## config.mk

```make
export PLATFORM = sky130hd
export DESIGN_NAME = axi_sram_responder
export DESIGN_NICKNAME = d
export VERILOG_FILES = /design/src/rtl/axi_sram_responder.sv
export SDC_FILE = /design/constraint.sdc
export NUM_CORES = 1
export LEC_CHECK = 0
export ABC_AREA = 1
export BUFFER_PORTS_ARGS = -buffer_cell sky130_fd_sc_hd__buf_2
export CAP_MARGIN = 0
export CORE_AREA = 2 2 205 207
export DETAILED_ROUTE_END_ITERATION = 12
export DIE_AREA = 0 0 207 209
export PLACE_DENSITY = 0.65
export SLEW_MARGIN = 40
export SYNTH_ARGS = -nofsm -noshare
export SYNTH_HDL_FRONTEND = slang
export SYNTH_SLANG_ARGS = --single-unit
```

## constraint.sdc

```tcl
create_clock -name clk_i -period 5.7 [get_ports clk_i]
set_input_delay 0.57 -clock clk_i [delete_from_list [all_inputs] [get_ports clk_i]]
set_output_delay 0.57 -clock clk_i [all_outputs]
set_load 0.05 [all_outputs]
```

## src/rtl/axi_sram_responder.sv

```systemverilog
// AXI4 slave responder onto a 1-cycle SRAM; one transaction at a time, INCR/FIXED, SLVERR for range/WRAP/w.last errors.
// Latency: first R beat 2 cycles after AR, then 1 beat/cycle; writes hit the SRAM in the W handshake cycle.
// Backpressure: 2-entry fall-through R buffer throttles reads on r_ready; AXI_SRAM_RESPONDER_RR_ARB_EN enables AW/AR round-robin.
package ariane_axi_soc;
    typedef struct packed {
        logic [4:0]  id;
        logic [63:0] addr;
        logic [7:0]  len;
        logic [2:0]  size;
        logic [1:0]  burst;
        logic        lock;
        logic [3:0]  cache;
        logic [2:0]  prot;
        logic [3:0]  qos;
        logic [3:0]  region;
        logic [5:0]  atop;
        logic        user;
    } aw_chan_t;
    typedef struct packed {
        logic [4:0]  id;
        logic [63:0] addr;
        logic [7:0]  len;
        logic [2:0]  size;
        logic [1:0]  burst;
        logic        lock;
        logic [3:0]  cache;
        logic [2:0]  prot;
        logic [3:0]  qos;
        logic [3:0]  region;
        logic        user;
    } ar_chan_t;
    typedef struct packed {
        logic [63:0] data;
        logic [7:0]  strb;
        logic        last;
        logic        user;
    } w_chan_t;
    typedef struct packed {
        logic [4:0] id;
        logic [1:0] resp;
        logic       user;
    } b_chan_t;
    typedef struct packed {
        logic [4:0]  id;
        logic [63:0] data;
        logic [1:0]  resp;
        logic        last;
        logic        user;
    } r_chan_t;
    typedef struct packed {
        aw_chan_t aw;
        logic     aw_valid;
        w_chan_t  w;
        logic     w_valid;
        logic     b_ready;
        ar_chan_t ar;
        logic     ar_valid;
        logic     r_ready;
    } req_slv_t;
    typedef struct packed {
        logic    aw_ready;
        logic    ar_ready;
        logic    w_ready;
        logic    b_valid;
        b_chan_t b;
        logic    r_valid;
        r_chan_t r;
    } resp_slv_t;
endpackage

module axi_sram_responder #(
    parameter int unsigned NumWords = 8192,
    parameter logic [63:0] BaseAddr = 64'h8000_0000,
    parameter int unsigned AddrBits = $clog2(NumWords)
) (
    input  logic                                          clk_i,
    input  logic                                          rst_ni,
    input  logic [$bits(ariane_axi_soc::req_slv_t)-1:0]  axi_req_i,
    output logic [$bits(ariane_axi_soc::resp_slv_t)-1:0] axi_resp_o,
    output logic                                          mem_req_o,
    output logic                                          mem_we_o,
    output logic [AddrBits-1:0]                           mem_addr_o,
    output logic [63:0]                                   mem_wdata_o,
    output logic [7:0]                                    mem_be_o,
    input  logic [63:0]                                   mem_rdata_i
);
    localparam logic [63:0] MemBytes   = 64'(NumWords) << 3;
    localparam logic [1:0]  RespOkay   = 2'b00;
    localparam logic [1:0]  RespSlvErr = 2'b10;

    typedef enum logic [1:0] {IDLE, WRITE, WRESP, READ} state_e;

    ariane_axi_soc::req_slv_t  req;
    ariane_axi_soc::resp_slv_t resp;
    assign req        = axi_req_i;
    assign axi_resp_o = resp;

    state_e      state_q, state_d;
    logic        rdy_q, rdy_d, prio_q, prio_d, err_q, err_d, done_q, done_d;
    logic [4:0]  id_q, id_d;
    logic [63:0] addr_q, addr_d;
    logic [7:0]  len_q, len_d, cnt_q, cnt_d;
    logic [2:0]  size_q, size_d;
    logic [1:0]  burst_q, burst_d;
    logic        infl_q, infl_d, infl_err_q, infl_err_d, infl_last_q, infl_last_d;
    logic [63:0] buf_dat_q [2];
    logic [63:0] buf_dat_d [2];
    logic [1:0]  buf_err_q, buf_err_d, buf_last_q, buf_last_d;
    logic        wptr_q, wptr_d, rptr_q, rptr_d;
    logic [1:0]  occ_q, occ_d;

    logic [63:0] off, addr_nxt, r_dat;
    logic        beat_err, last_beat, aw_rdy, ar_rdy, aw_hs, ar_hs, w_hs;
    logic        r_vld, r_err, r_last, r_pop, rd_issue, push, pop, unused_fields;
    logic [2:0]  pend;

    assign off       = addr_q - BaseAddr;
    assign beat_err  = (off >= MemBytes) || (burst_q == 2'b10);
    assign last_beat = (cnt_q == len_q);
    assign addr_nxt  = (burst_q == 2'b01) ? addr_q + (64'd1 << size_q) : addr_q;

    // Contended AW/AR: only the favoured channel sees ready, so exactly one handshake can happen.
    assign aw_rdy = rdy_q && !(req.ar_valid && prio_q);
    assign ar_rdy = rdy_q && !(req.aw_valid && !prio_q);
    assign aw_hs  = req.aw_valid && aw_rdy;
    assign ar_hs  = req.ar_valid && ar_rdy;
    assign w_hs   = (state_q == WRITE) && req.w_valid;

    // Buffer head first, otherwise the beat arriving from the SRAM this cycle falls through.
    assign r_vld  = (state_q == READ) && ((occ_q != 2'd0) || infl_q);
    assign r_dat  = (occ_q != 2'd0) ? buf_dat_q[rptr_q] : (infl_err_q ? 64'd0 : mem_rdata_i);
    assign r_err  = (occ_q != 2'd0) ? buf_err_q[rptr_q] : infl_err_q;
    assign r_last = (occ_q != 2'd0) ? buf_last_q[rptr_q] : infl_last_q;
    assign r_pop  = r_vld && req.r_ready;

    assign pend     = 3'(occ_q) + 3'(infl_q) - 3'(r_pop);
    assign rd_issue = (state_q == READ) && !done_q && (pend < 3'd2);
    assign push     = infl_q && !((occ_q == 2'd0) && r_pop);
    assign pop      = r_pop && (occ_q != 2'd0);

    assign mem_req_o   = (w_hs || rd_issue) && !beat_err;
    assign mem_we_o    = w_hs && !beat_err;
    assign mem_addr_o  = mem_req_o ? off[AddrBits+2:3] : '0;
    assign mem_wdata_o = mem_we_o ? req.w.data : 64'd0;
    assign mem_be_o    = mem_we_o ? req.w.strb : 8'd0;

    assign unused_fields = ^{req.aw.lock, req.aw.cache, req.aw.prot, req.aw.qos, req.aw.region,
                             req.aw.atop, req.aw.user, req.ar.lock, req.ar.cache, req.ar.prot,
                             req.ar.qos, req.ar.region, req.ar.user, req.w.user};

    always_comb begin
        resp          = '0;
        resp.aw_ready = aw_rdy;
        resp.ar_ready = ar_rdy;
        resp.w_ready  = (state_q == WRITE);
        resp.b_valid  = (state_q == WRESP);
        if (state_q == WRESP) begin
            resp.b.id   = id_q;
            resp.b.resp = err_q ? RespSlvErr : RespOkay;
        end
        resp.r_valid = r_vld;
        if (r_vld) begin
            resp.r.id   = id_q;
            resp.r.data = r_dat;
            resp.r.resp = r_err ? RespSlvErr : RespOkay;
            resp.r.last = r_last;
        end
    end

    always_comb begin
        state_d = state_q;
        prio_d  = prio_q;
        err_d   = err_q;
        done_d  = done_q;
        id_d    = id_q;
        addr_d  = addr_q;
        len_d   = len_q;
        size_d  = size_q;
        burst_d = burst_q;
        cnt_d   = cnt_q;
        case (state_q)
            IDLE: begin
                if (aw_hs) begin
                    {id_d, addr_d, len_d, size_d, burst_d} =
                        {req.aw.id, req.aw.addr, req.aw.len, req.aw.size, req.aw.burst};
                    cnt_d   = 8'd0;
                    err_d   = 1'b0;
                    state_d = WRITE;
                end else if (ar_hs) begin
                    {id_d, addr_d, len_d, size_d, burst_d} =
                        {req.ar.id, req.ar.addr, req.ar.len, req.ar.size, req.ar.burst};
                    cnt_d   = 8'd0;
                    done_d  = 1'b0;
                    state_d = READ;
                end
`ifdef AXI_SRAM_RESPONDER_RR_ARB_EN
                if (aw_hs || ar_hs) prio_d = ~prio_q;
`endif
            end
            WRITE: begin
                if (w_hs) begin
                    // A misplaced w.last only taints the response; the burst still ends on len.
                    if (beat_err || (req.w.last != last_beat)) err_d = 1'b1;
                    addr_d = addr_nxt;
                    cnt_d  = cnt_q + 8'd1;
                    if (last_beat) state_d = WRESP;
                end
            end
            WRESP: if (req.b_ready) state_d = IDLE;
            READ: begin
                if (rd_issue) begin
                    addr_d = addr_nxt;
                    cnt_d  = cnt_q + 8'd1;
                    if (last_beat) done_d = 1'b1;
                end
                if (r_pop && r_last) state_d = IDLE;
            end
            default: state_d = IDLE;
        endcase
        rdy_d       = (state_d == IDLE);
        infl_d      = rd_issue;
        infl_err_d  = beat_err;
        infl_last_d = last_beat;

        buf_dat_d  = buf_dat_q;
        buf_err_d  = buf_err_q;
        buf_last_d = buf_last_q;
        wptr_d     = wptr_q;
        rptr_d     = rptr_q;
        if (push) begin
            buf_dat_d[wptr_q]  = infl_err_q ? 64'd0 : mem_rdata_i;
            buf_err_d[wptr_q]  = infl_err_q;
            buf_last_d[wptr_q] = infl_last_q;
            wptr_d             = ~wptr_q;
        end
        if (pop) rptr_d = ~rptr_q;
        occ_d = occ_q + 2'(push) - 2'(pop);
    end

    always_ff @(posedge clk_i or negedge rst_ni) begin
        if (!rst_ni) begin
            state_q     <= IDLE;
            rdy_q       <= 1'b0;
            prio_q      <= 1'b0;
            err_q       <= 1'b0;
            done_q      <= 1'b0;
            id_q        <= '0;
            addr_q      <= '0;
            len_q       <= '0;
            size_q      <= '0;
            burst_q     <= '0;
            cnt_q       <= '0;
            infl_q      <= 1'b0;
            infl_err_q  <= 1'b0;
            infl_last_q <= 1'b0;
            buf_dat_q   <= '{default: '0};
            buf_err_q   <= '0;
            buf_last_q  <= '0;
            wptr_q      <= 1'b0;
            rptr_q      <= 1'b0;
            occ_q       <= '0;
        end else begin
            state_q     <= state_d;
            rdy_q       <= rdy_d;
            prio_q      <= prio_d;
            err_q       <= err_d;
            done_q      <= done_d;
            id_q        <= id_d;
            addr_q      <= addr_d;
            len_q       <= len_d;
            size_q      <= size_d;
            burst_q     <= burst_d;
            cnt_q       <= cnt_d;
            infl_q      <= infl_d;
            infl_err_q  <= infl_err_d;
            infl_last_q <= infl_last_d;
            buf_dat_q   <= buf_dat_d;
            buf_err_q   <= buf_err_d;
            buf_last_q  <= buf_last_d;
            wptr_q      <= wptr_d;
            rptr_q      <= rptr_d;
            occ_q       <= occ_d;
        end
    end
endmodule

```

# Word level (Yosys, flattened, before mapping)
# Index checks and enable logic that the tools add are counted.
# W data, S select, Z words.
[totals]
reg_bits = 234
ramBits = 0
latch_bits = 0
elab_cells = 151
rom_bits = 0
n_memories = 0
output_inout_bits = 173
[classes]
addsub = 7
bitwise = 4
multipliers = 0
n_eq_ne = 15
muxes = 60
order_cmp = 8
reduce_logical = 36
shift = 1
n_div = 0
[op_table]
columns = ["cell", "count"]
rows = [
  ["$mux W64", 12],
  ["$pmux W64 S3", 1],
  ["$bwmux W128", 1],
  ["$mux W72", 1],
  ["$add A64 B64 Y64", 1],
  ["$demux W64 S1", 1],
  ["$ge A64 B17 Y1 const B", 1],
  ["$shl A1 B3 Y64 const A", 1],
  ["$sub A64 B32 Y64 const B", 1],
  ["$mux W8", 7],
  ["$pmux W8 S3", 1],
  ["$mux W2", 10],
  ["$logic_and A1 B1 Y1", 16],
  ["$mux W1", 14],
  ["$mux W13", 1],
  ["$mux W5", 2],
  ["$ne A2 B2 Y1 const B", 5],
  ["$add A8 B1 Y8 const B", 1],
  ["$eq A8 B8 Y1", 1],
  ["$pmux W2 S4", 1],
  ["$reduce_and A4 Y1", 2],
  ["$reduce_bool A2 Y1", 4],
  ["$mux W7", 1],
  ["$eq A2 B2 Y1 const B", 3],
  ["other kinds (25)", 42],
]

# Longest topological paths before layout
# Gate-level depths: netlist of the first run.
[depth]
depth_word = 10
depth_mapped = 20

# Worst setup path after synthesis of the first run
# OpenSTA, ideal clock, no wires.
[synth_timing]
path_type = "reg-to-output"
startpoint = "register state_q[0]"
endpoint = "output port mem_addr_o[10]"
path_stages_with_launch = 16
slack_ps = 1866
t_required_ps = 5130
arrival_ps = 3264
path_cell_list = "dfrtp_1 buf_2 nand2_1 a21oi_2 inv_2 nor2_1 ha_1 or2_2 fa_1 xor2_1 nor2_1 nand2_1 inv_1 o2111ai_2 buf_2 nor2_1"
[synth_via]
elab_chain_cells = 9
word_cells_on_any_way = 12
classes_between = "add/sub: 1; order compare: 1; eq/ne: 2; mux: 1; reduce/logical: 7"
[synth_rtl]
columns = ["element", "line_no", "rtl"]
rows = [
  ["from (decl)", "98", "state_e state_q, state_d;"],
  ["from (signal assigned)", "263", "state_q <= state_d;"],
  ["$eq A2 B2 Y1 *", "130, 137", ""],
  ["$logic_and A1 B1 Y1", "130", "assign r_vld = (state_q == READ) && ((occ_q != 2'd0) || infl_q);"],
  ["$logic_and A1 B1 Y1", "134", "assign r_pop = r_vld && req.r_ready;"],
  ["$sub A3 B1 Y3", "136", "assign pend = 3'(occ_q) + 3'(infl_q) - 3'(r_pop);"],
  ["$lt A3 B2 Y1", "137", "assign rd_issue = (state_q == READ) && !done_q && (pend < 3'd2);"],
  ["$logic_and A1 B1 Y1 *", "137", ""],
  ["via infl_d", "105", "logic infl_q, infl_d, infl_err_q, infl_err_d, infl_last_q, infl_last_d;"],
  ["$logic_or A1 B1 Y1 *", "141", "assign mem_req_o = (w_hs || rd_issue) && !beat_err;"],
  ["$logic_and A1 B1 Y1 *", "141", ""],
  ["$mux W13 *", "143", "assign mem_addr_o = mem_req_o ? off[AddrBits+2:3] : '0;"],
  ["to (decl)", "82", "output logic [AddrBits-1:0] mem_addr_o,"],
]
# Mark *: on every way through the listed nets, which the timed path passes. The rest lies on a longest branch.

# Worst setup path in the final report of the first run
[layout_timing]
startpoint = "register occ_q[1]"
endpoint = "output port mem_addr_o[5]"
[layout_via]
elab_chain_cells = 10
word_cells_on_any_way = 11
classes_between = "add/sub: 2; order compare: 1; mux: 1; reduce/logical: 7"
[layout_rtl]
columns = ["element", "line_no", "rtl"]
rows = [
  ["from (decl)", "110", "logic [1:0] occ_q, occ_d;"],
  ["from (signal assigned)", "261", "occ_q <= '0;"],
  ["from (signal assigned)", "282", "occ_q <= occ_d;"],
  ["$reduce_bool A2 Y1", "130", ""],
  ["$logic_or A1 B1 Y1", "130", ""],
  ["$logic_and A1 B1 Y1", "130", ""],
  ["$logic_and A1 B1 Y1", "134", ""],
  ["$sub A3 B1 Y3 *", "136", ""],
  ["$lt A3 B2 Y1 *", "137", ""],
  ["$logic_and A1 B1 Y1 *", "137", ""],
  ["via infl_d", "105", ""],
  ["$logic_or A1 B1 Y1 *", "141", ""],
  ["$logic_and A1 B1 Y1 *", "141", ""],
  ["$mux W13 *", "143", ""],
]
# Marks and branches as above.

==> results.cfg, run 1 <==
[status]
outcome = complete, no violations

[power_and_ir_drop]
intPower_w = 0.00472
power.switching_w = 0.00474
p_clk_share_pct = 19.9
max-vdd-ir-drop_mv = 0.253
sequentialPowerShare_pct = 30.8
swShare_pct = 50.1
cellPowerDensity_nw_per_um2 = 454
p_comb_share_pct = 49.3
power.leakage_nw = 11.0

[setup_path]
crit_path_start_kind = flip-flop
crit_type = flip-flop to output port
required_ps = 5130
slowest_delay_ps = 500
cp_cell_sequence = nor2_1 > a21oi_4 > inv_2 > nor2_1 > ha_1 > or2_2 > fa_1 > inv_1 > nor2_1 > nand2_1 > inv_1 > o2111ai_4 > nor2_1 > buf_2
path_max_fanout = 14
arrival_ps = 4070
endpoint_kind = output port
crit_slowest_cell = fa_1
crit_top_cell = nor2_1

[cells_and_area]
multi_input_area_um2 = 9290
nets = 3511
layout_commonest_cell = nand2_1
area_growth_syn_to_layout_pct = 20.9
drive_gt1_share_pct = 20.6
nFillCells = 4274
final_cells = 3707
final_cell_mix = nand2_1 (702), buf_2 (475), nor2_1 (438), inv_1 (373), o21ai_0 (311)
regArea_um2 = 5860

[cts]
clkLatencyLatePin_ps = 560
cts_buffer_depth = 3
cts_tree = done
path_clk_slew_ps = 60
cts_resized = 0
post_cts_buffers = 0
cts-root-buf = clkbuf_16
cts.sinks = 234
htree_levels = 1
cts_made_buffers = 28

[sta]
setup_tns_ps = 0
fmax_mhz = 216
rsz0062_at_grt = false
worst-slew-pin-transition_ps = 854
setup_ws_ps = 1060
layout_min_cycle_time_ps = 4640
final_hold_viol_count = 0
slew_viol_final = 0
setup_viol = 0
relSlewSlack_pct = 42.5
fin_skew_ps = 11.2
finalCritPeriodShare_pct = 81.4

[route]
wl_per_cell_um = 18.0
wl_met3_um = 5430
drc = 0
drt-met1-wl_um = 29400
drt_first_pass_iters = 7
drtAntennaViolNets = 0
num_vias = 19300
wl_met2_um = 29300
routed_wl_um = 66600
highest_layer = met5
via_per_inst = 5.20
drtIter0Drc = 1832

[placed_design]
dp_hpwl_um = 50300
dp_cells = 3654
io_buffers = 476
place_ws_ps = 1520
finalWeightedCongestion = 1.02

[global_routing]
first_global_vias = 18200
grt_usage_pct = 29.8
grt_max_degree = 83
grt_pass1_wl_um = 103000
antenna_found_initial = 8
grt_overflow = 0

[die]
die_y_um = 209
core_um2 = 41300
io_pins = 522
fp.dieW_um = 207
rows = 75
start_util_pct = 41.8
die_area_um2 = 43300

[yosys]
yosys.area.top_type_share_pct = 34.0
synth_cell_types = 45
synth_top_area_cell = dfrtp_1
synth-edff-count = 0
syn_area_per_cell_um2 = 6.23
ys_seq_area_share_pct = 34.0
yosysWarnings = 0
yosys_register_bits = 234
ys.flop_type = dfrtp_1
synth_area_leaders = dfrtp_1 (34%), nand2_1 (15%), nor2_1 (9.6%)
syn_area_um2 = 17200
synthCells = 2769
synth-async-reset-ratio_pct = 100

[flow_run]
max_cap_viol_count = 0

[hold_path]
hold_class = primary input to flip-flop
[routing by layer]
layer	vias up	track usage, %
met5	-	1.33
met1	8857	41.7
met3	130	6.00
li1	9442	-
met4	6	9.48
met2	825	46.2
[final cells by class]
type / instances / area share [%]
sequential: 234 / 28.1
tap: 539 / 3.23
inverter: 381 / 6.87
multi-input combinational: 2005 / 44.6
timing repair buffer: 496 / 12.5
antenna: 2 / 0.0240
clock inverter: 5 / 0.546
clock buffer: 45 / 4.15
[through the flow]
stage / cell area [um2] / util, % / total power (W) / hold WS (ps)
floorplan: 17300 / - / 0.00606 / 274
global placement: 19800 / 48.0 / 0.00745 / 447
detailed placement: 19800 / 48.0 / 0.00754 / 455
CTS: 20800 / 50.4 / 0.00947 / 246
global route: 20800 / 50.5 / 0.0102 / 258
finish: 20800 / 50.5 / 0.00946 / 264
[final timing paths]
path,to,slack (ps),depth (start not counted),startpoint
worst max-delay path,mem_addr_o[5],1060,14,occ_q[1]
worst min-delay path,id_q[4],260,3,axi_req_i[282]
worst max register to register,addr_q[38],1550,19,occ_q[1]
worst min register to register,buf_dat_q[99],470,2,buf_dat_q[99]
max in group asynchronous,state_q[0],3830,4,rst_ni
min in group asynchronous,buf_dat_q[21],580,2,rst_ni
[power groups by stage]
stage / combinational, W / sequential [W] / clock, W
floorplan: 0.00355 / 0.00252 / 0
detailed placement: 0.00462 / 0.00292 / 0
global placement: 0.00455 / 0.00291 / 0
finish: 0.00466 / 0.00291 / 0.00188
global route: 0.00521 / 0.00298 / 0.00200
CTS: 0.00465 / 0.00290 / 0.00192
[state kept, by name (all words and copies together) (netlist names), 2 cells and up]
name	cells
buf_dat_q	128
size_q	3
id_q	5
burst_q	2
occ_q	2
buf_last_q	2
buf_err_q	2
len_q	8
state_q	2
addr_q	64
cnt_q	8
[cells in the mapped netlist (2+ instances only)]
cell      number
dfrtp_1      234
a22oi_1        7
nand3_1       89
buf_1          8
inv_1        376
inv_2          4
a21oi_1      118
o21ai_1       18
buf_2         27
o21ai_0      311
buf_4          8
buf_6         11
nand2_1      703
clkbuf_1      98
or2_2          6
nor2_1       439
xnor2_1        9
nand3b_1       2
nor4_1         4
nor2_4         3
o22ai_1        8
and3_1         2
nand4_1       41
nor3b_1        4
xor2_1        39
nand2_2        4
a211oi_1       2
nor3_1        50
ha_1          14
nor2_2        82
a31oi_1       33
fa_1           2
[worst max-delay path: cells and delay by family (launching register included)]
family                     cells  cell delay (ps)
AOI/OAI and AO/OA              2              420
DFF                            1              440
buffers and inverters          4              660
adders and majority gates      2              770
and+or+nand+nor                6             1210
[kinds of logic after synthesis]
logic type	synth area share (%)
AND/OR/NAND/NOR	34.6
buffers and inverters	12.5
AO/OA/AOI/OAI	15.3
flip-flops	34.0
XOR/XNOR	2.44
adder cells (fa/ha/maj)	1.25
other	0.0217
[what timing repair did]
action	4_1_cts	5_1_grt
hold buffers	1	0
endpoints found under the setup margin	0	0
endpoints found under the hold margin	5	0
Note: power is estimated with default switching activity, not from simulation.
==> inputs of run 2 (changes only) <==
--- a/config.mk
+++ b/config.mk
@@ -8,10 +8,10 @@
 export ABC_AREA = 1
 export BUFFER_PORTS_ARGS = -buffer_cell sky130_fd_sc_hd__buf_2
 export CAP_MARGIN = 0
-export CORE_AREA = 2 2 205 207
+export CORE_AREA = 2 2 201 203
 export DETAILED_ROUTE_END_ITERATION = 12
-export DIE_AREA = 0 0 207 209
-export PLACE_DENSITY = 0.65
+export DIE_AREA = 0 0 203 205
+export PLACE_DENSITY = 0.68
 export SLEW_MARGIN = 40
 export SYNTH_ARGS = -nofsm -noshare
 export SYNTH_HDL_FRONTEND = slang
==> constraint.sdc (replaced) <==
create_clock -name clk_i -period 4.6 [get_ports clk_i]
set_input_delay 0.46 -clock clk_i [delete_from_list [all_inputs] [get_ports clk_i]]
set_output_delay 0.46 -clock clk_i [all_outputs]
set_load 0.05 [all_outputs]
==> run 2 against run 1 <==
Against the previous run:
- via count up 0.92%
- clock power grew 37%
- sequential cell count did not move
- sequential power up 24%
- critical path depth unchanged
- count of clock-buffer cells in the layout down 10
- die area down 3.8%
- utilization increased by 2.9 points
- critical endpoint is now mem_addr_o[9]
- sequential share of layout area down 0.23 points
- total power rose by 28%
- cell area up 0.87%
- largest cell class unchanged
==> results.cfg, run 2 (same netlist as run 1, synthesis figures left out) <==
[setup_path]
r2r-start = occ_q[1]
path_depth = 14
crit_buf_inv = 3
endpoint_kind = output port
path_max_fanout = 14
required_ps = 4140
timing.rr.end = addr_q[55]
slowest_delay_ps = 450
cp_cell_sequence = nor2_2 > a21oi_4 > inv_2 > nor2_1 > ha_1 > or2_2 > fa_1 > xor2_1 > nor2_1 > nand2_1 > inv_1 > o2111ai_4 > nor2_1 > buf_2
rrSetupSlack_ps = 810
crit_start = occ_q[1]
arrival_ps = 3870
worstRegToRegCells = 18
crit_top_cell = nor2_1
crit_slowest_cell = dfrtp_1
crit_type = flip-flop to output port
endpoint = mem_addr_o[9]
crit_path_start_kind = flip-flop
critical_path.top_delay_family = simple AND/OR/NAND/NOR gates

[route]
via_per_inst = 5.25
num_vias = 19400
routed_wl_um = 69100
drtAntennaViolNets = 0
drt_first_pass_iters = 8
drtIter0Drc = 1681
wl_per_cell_um = 18.6
drc = 0

[status]
outcome = complete, no violations

[global_routing]
grt_pass1_wl_um = 105000
antenna_found_initial = 2
first_global_vias = 18500
grt_overflow = 0
grt_max_degree = 129
grt_usage_pct = 32.4

[sta]
worst-slew-pin-transition_ps = 858
slew_viol_final = 0
final_hold_viol_count = 0
rsz0062_at_grt = false
setup_tns_ps = 0
fmax_mhz = 231
setup_viol = 0
finalCritPeriodShare_pct = 94.2
relSlewSlack_pct = 42.8
whs_ps = 148
fin_skew_ps = 14.7
layout_min_cycle_time_ps = 4330

[cts]
htree_levels = 1
cts_made_buffers = 29
cts_buffer_depth = 3
cts_tree = done
cts-root-buf = clkbuf_16
cts.sinks = 234
post_cts_buffers = 0
path_clk_slew_ps = 60
clkLatencyLatePin_ps = 580

[cells_and_area]
regArea_um2 = 5860
area_growth_syn_to_layout_pct = 22.0
multi_input_area_um2 = 9290
final_cell_mix = nand2_1 (702), buf_2 (475), nor2_1 (437), inv_1 (373), o21ai_0 (311)
nets = 3520
largest-register = buf_dat_q
layout_commonest_cell = nand2_1
drive_gt1_share_pct = 21.1
largest_register_ffs = 128
reg.largest.list = buf_dat_q (128), addr_q (64)
nFillCells = 4029

[placed_design]
finalWeightedCongestion = 0.976
dp_hpwl_um = 52400
io_buffers = 476

[die]
io_pins = 522
core_um2 = 39400
die_y_um = 205
start_util_pct = 43.8
rows = 73
fp.dieW_um = 203
die_area_um2 = 41600

[power_and_ir_drop]
max-vdd-ir-drop_mv = 0.469
power.leakage_nw = 11.1
cellPowerDensity_nw_per_um2 = 576

[hold_path]
hold_class = primary input to flip-flop

[flow_run]
max_cap_viol_count = 0
## run 2: what timing repair did
item                                   in CTS  in global routing
setup endpoints to repair                  11                 13
gates resized for setup                     1                  1
hold buffers                                1                  0
endpoints found under the hold margin      54                  0
## run 2: routing by layer
metal / global-route usage [%] / part of all wire (%)
met5: 0 / 0
met4: 10.5 / 3.4
met2: 51.5 / 45
met1: 45.0 / 45
met3: 5.42 / 6.5
## run 2: worst min path at each step
stage	startpoint	end	slack, ps	depth (start not counted)
2_1_floorplan	rst_ni	addr_q[0]	160	0
3_3_place_gp	buf_dat_q[89]	buf_dat_q[89]	450	2
3_5_place_dp	buf_dat_q[76]	buf_dat_q[76]	450	2
4_1_cts	axi_req_i[213]	len_q[7]	130	3
5_1_grt	axi_req_i[22]	size_q[1]	140	3
6_report	axi_req_i[213]	len_q[7]	150	3
## run 2: area by class of cell
| class | count | area share (%) |
|---|---|---|
| clock inverters | 19 | 1.42 |
| inverters | 381 | 6.82 |
| flip-flops and latches | 234 | 27.9 |
| multi-input cells | 2005 | 44.2 |
| well taps | 525 | 3.12 |
| clock buffers | 35 | 3.75 |
| diodes | 1 | 0.0119 |
| repair buffers | 504 | 12.8 |
## run 2: worst min-delay path: cells and delay by family
kind            cells  cell delay (ps)
simple gates        1               50
compound gates      1               70
buf+inv             1              100
## run 2: metrics by stage
step	setup WS (ps)	std cells	total power, W	util (%)	instance area (um2)
3_5_place_dp	568	3647	0.00948	50.5	19900
2_1_floorplan	876	2772	0.00751	-	17300
5_1_grt	54.3	3703	0.0130	53.4	21000
4_1_cts	135	3702	0.0121	53.3	21000
3_3_place_gp	692	3646	0.00933	50.4	19900
6_report	267	3704	0.0121	53.4	21000
## run 2: power by group
part	total, W	internal, W	switching [W]
logic	0.00593	0.00175	0.00419
registers	0.00360	0.00274	0.000864
clock network	0.00258	0.00162	0.000964
total	0.0121	0.00610	0.00602
